--- config.mk ---
export PLATFORM = sky130hd
export DESIGN_NAME = control_unit
export DESIGN_NICKNAME = d
export VERILOG_FILES = /design/src/rtl/control_unit.sv
export SDC_FILE = /design/constraint.sdc
export NUM_CORES = 1
export LEC_CHECK = 0
export ABC_AREA = 0
export CAP_MARGIN = 20
export CELL_PAD_IN_SITES_DETAIL_PLACEMENT = 0
export CELL_PAD_IN_SITES_GLOBAL_PLACEMENT = 1
export CORE_UTILIZATION = 40
export DETAILED_ROUTE_END_ITERATION = 8
export HOLD_SLACK_MARGIN = 0.05
export PLACE_DENSITY = 0.88
export SYNTH_ARGS = -nofsm -noshare
export SYNTH_HDL_FRONTEND = slang
export SYNTH_SLANG_ARGS = --single-unit
--- constraint.sdc ---
create_clock -name clk_i -period 3.7 [get_ports clk_i]
set_clock_uncertainty 0.05 [all_clocks]
set_input_delay 0.74 -clock clk_i [delete_from_list [all_inputs] [get_ports clk_i]]
set_output_delay 0.74 -clock clk_i [all_outputs]
set_load 0.05 [all_outputs]
--- src/rtl/control_unit.sv ---
// Sequential unsigned shift-add multiplier: one multiplier bit per clock,
// WIDTH iterations per product, result held on p_o until the next one completes.
module control_unit #(
    parameter int WIDTH = 24
) (
    input  logic                 clk_i,
    input  logic                 reset_i,
    input  logic                 start_i,
    input  logic [WIDTH-1:0]     x_i,
    input  logic [WIDTH-1:0]     y_i,
    output logic [2*WIDTH-1:0]   p_o
);

    localparam int CW = (WIDTH > 1) ? $clog2(WIDTH) : 1;

    typedef enum logic [1:0] {
        IDLE,
        CALC,
        DONE
    } state_t;

    state_t               state_q, state_d;
    logic [WIDTH-1:0]     a_q, a_d;
    logic [WIDTH:0]       acc_q, acc_d;
    logic [WIDTH-1:0]     q_q, q_d;
    logic [CW-1:0]        count_q, count_d;
    logic [2*WIDTH-1:0]   p_q, p_d;

    logic [WIDTH:0]       sum;
    logic [2*WIDTH:0]     shifted;

    // The accumulator carries one extra bit so the add never loses its carry;
    // the right shift moves that carry back into the product's upper half.
    always_comb begin
        sum     = q_q[0] ? (acc_q + {1'b0, a_q}) : acc_q;
        shifted = {sum, q_q} >> 1;
    end

    always_ff @(posedge clk_i) begin
        if (reset_i) begin
            state_q <= IDLE;
            a_q     <= '0;
            acc_q   <= '0;
            q_q     <= '0;
            count_q <= '0;
            p_q     <= '0;
        end else begin
            state_q <= state_d;
            a_q     <= a_d;
            acc_q   <= acc_d;
            q_q     <= q_d;
            count_q <= count_d;
            p_q     <= p_d;
        end
    end

    always_comb begin
        state_d = state_q;
        a_d     = a_q;
        acc_d   = acc_q;
        q_d     = q_q;
        count_d = count_q;
        p_d     = p_q;

        unique case (state_q)
            IDLE: begin
                if (start_i) begin
                    a_d     = x_i;
                    q_d     = y_i;
                    acc_d   = '0;
                    count_d = '0;
                    state_d = CALC;
                end
            end
            CALC: begin
                acc_d   = shifted[2*WIDTH:WIDTH];
                q_d     = shifted[WIDTH-1:0];
                count_d = count_q + CW'(1);
                if (count_q == CW'(WIDTH - 1)) begin
                    p_d     = shifted[2*WIDTH-1:0];
                    state_d = DONE;
                end
            end
            DONE: begin
                // A held start must drop before another product can begin.
                if (!start_i) begin
                    state_d = IDLE;
                end
            end
            default: state_d = IDLE;
        endcase
    end

    assign p_o = p_q;

endmodule

==> impl_metrics.toml <==
[status]
status = "completed"

[clocking]
worstSkewPairLatency_ps = 430
cts_max_path_buffers = 2
cts_sinks = 127
htree_levels = 4
hold_buffers = 0
cts-resized-gates = 0
numCtsBuffers = 17
cts_tree = "done"
post_cts_buffers = 0
cts.reportedPaths.clkPinSlew_ps = 60
cts-root-buf = "clkbuf_16"

[power_and_ir_drop]
ir_worst_vdd_uv = 320
p_switching_mw = 0.908
leakagePower_nw = 3.05
comb_power_share_pct = 9.8
intPower_mw = 2.67
switching_share_pct = 25.4
pwr-share-seq_pct = 40.6
power_frac_clock_pct = 49.6
power_density_mw_per_mm2 = 442

[routing]
num_vias = 6047
ant_nets = 0
drtPass1Iterations = 4
wl_per_cell_um = 15.8
drc = 0
viasPerCell = 5.51
drtIter0Drc = 455
wl_um = 17300

[synthesis]
synth_area_leaders = "dfxtp_1 40%, a21oi_1 8.8%, nand2_1 7.7%"
synth_cell_types = 65
synth.most_common_cell = "nand2_1"
synth_top_area_share_pct = 40.4
syn_inst = 797
syn_area_per_cell_um2 = 7.89
synth_ff_type = "dfxtp_1"
synth_warnings = 0
async_flop_share_pct = 0
synth_nets = 874
yosysTopAreaCell = "dfxtp_1"
netlist_area_mm2 = 0.00629
synth_edf_count = 0
synth_common_cells = "129 x nand2_1, 127 x dfxtp_1, 111 x a21oi_1"
ys_seq_elements = 127
ys_seq_area_share_pct = 40.4

[timing]
fin_crit_sh_pct = 76.5
setup_violations = 0
rsz0062_at_grt = "false"
fmax_ghz = 0.353
slew_headroom_pct = 56.5
period_minus_slack_ps = 2830
final-hold-violation-count = 0
slew_viol_final = 0
worst_slew_pin_slew_ps = 653
finalSetupTns_ps = 0
timing.hold.ws_ps = 402

[setup_path]
end_kind = "flip-flop"
slowest_stage = "ha_1"
cp_data_required_time_ps = 3960
path_cells = "ha_1 > a21o_1 > a221o_1 > a21o_1 > a221o_1 > or3b_1 > a31o_1 > a22o_1"
critPathKind = "reg2reg"
path_delay_family = "compound AO/OA/AOI/OAI gates"
start_kind = "flip-flop"
path_buf_inv = 0
critical_path_peak_fanout = 9
critPathMaxStageDelay_ps = 400
rrSetupSlack_ps = 870
arrival_ps = 3090

[floorplanning]
rows = 45
start_util_pct = 41.2
fp.dieH_um = 127
die_w_um = 127
core_mm2 = 0.0153
dieArea_mm2 = 0.0162
io_pins = 99

[worst_hold_path]
hp-class = "reg2reg"

[grt]
antenna_found_initial = 0
grt_first_pass_wirelength_um = 28600
grt_max_degree = 39
grt_usage_pct = 22.3
gr-total-overflow = 0
grt_pass1_vias = 5582

[layout]
nFillCells = 1471
syn2layout_area_growth_pct = 28.4
num_antenna_cells = 0
drive_gt1_share_pct = 7.45
final_nets = 950
final_util_pct = 53.0

[placed_design]
port_buffers = 98
dp_hpwl_um = 11800
globalplace.congestion = 0.888

[flow_run]
drv_cap = 0
worst reg2reg max path, cell delays in order, from the launching register on:
cell and delay, ps:
dfxtp_1 340, ha_1 400, a21o_1 200, a221o_1 340
a21o_1 180, a221o_1 400, or3b_1 360, a31o_1 220
a22o_1 220
logic make-up after synthesis:
group / count (synthesis) / share of synthesized area (%)
flip-flops: 127 / 40.4
XOR/XNOR: 7 / 0.974
adder cells (fa/ha/maj): 26 / 5.29
AO/OA/AOI/OAI: 260 / 26.2
AND/OR/NAND/NOR: 305 / 21.8
buffers and inverters: 64 / 4.00
multiplexers: 8 / 1.35
metal layers:
layer | vias to the layer above | track usage, % | part of all wire, %
met2 | 135 | 34.8 | 46
met5 | - | 0 | 0
li1 | 3036 | - | -
met1 | 2850 | 30.6 | 48
met3 | 26 | 4.10 | 4.5
met4 | 0 | 8.47 | 1.6
flip-flops by register name, summed over array words and instances (netlist names):
register and flops:
count_q 5, q_q 24, state_q 2, p_o 48, a_q 24, acc_q 24
power groups by stage:
| stage | logic, mW | registers (mW) | clock network (mW) |
|---|---|---|---|
| floorplan | 0.223 | 1.47 | 0 |
| global placement | 0.346 | 1.48 | 0 |
| detailed placement | 0.349 | 1.48 | 0 |
| CTS | 0.352 | 1.45 | 1.80 |
| global route | 0.389 | 1.46 | 1.86 |
| finish | 0.350 | 1.45 | 1.77 |
per-stage QoR:
stage	total power, mW	std cells	setup slack [ps]	cell area, µm²
after floorplan	1.69	797	1040	6290
after global placement	1.83	1065	915	7450
final	3.57	1097	869	8080
after detailed placement	1.83	1065	890	7450
after global routing	3.70	1097	618	8080
after CTS	3.60	1097	874	8080
cell type report:
type,count,area [µm²],share of cell area (%)
tap,211,264,3.27
clock buffer,19,453,5.60
clock inverter,13,175,2.17
inverter,8,30.0,0.372
multi-input combinational,606,3510,43.5
sequential,127,2540,31.5
timing repair buffer,113,1100,13.7
final timing paths:
kind,endpoint,depth (start not counted),from
worst min register to register,p_o[7],2,p_o[7]
worst max-delay path,p_o[44],8,acc_q[14]
worst max register to register,p_o[44],8,acc_q[14]
worst min-delay path,p_o[7],2,p_o[7]
layout by cell type (no fill, tap or decap), types with 6 or more instances in the layout:
cell type          n
clkdlybuf4s50_1   97
ha_1              25
nand2_1          129
inv_1              8
o22ai_1            6
a22oi_1           20
clkbuf_16         17
nor2_1            75
o21ai_0           31
buf_4             15
a21o_1            13
or3_1              6
and3_1             8
dfxtp_1          127
a31oi_1            7
nand3_1           24
nor3_1            16
a21oi_1          111
o21a_1            10
nand3b_1           6
nor2b_1           11
o221ai_1          17
a211oi_1           9
xor2_1             6
Note: power is estimated with default switching activity, not from simulation.
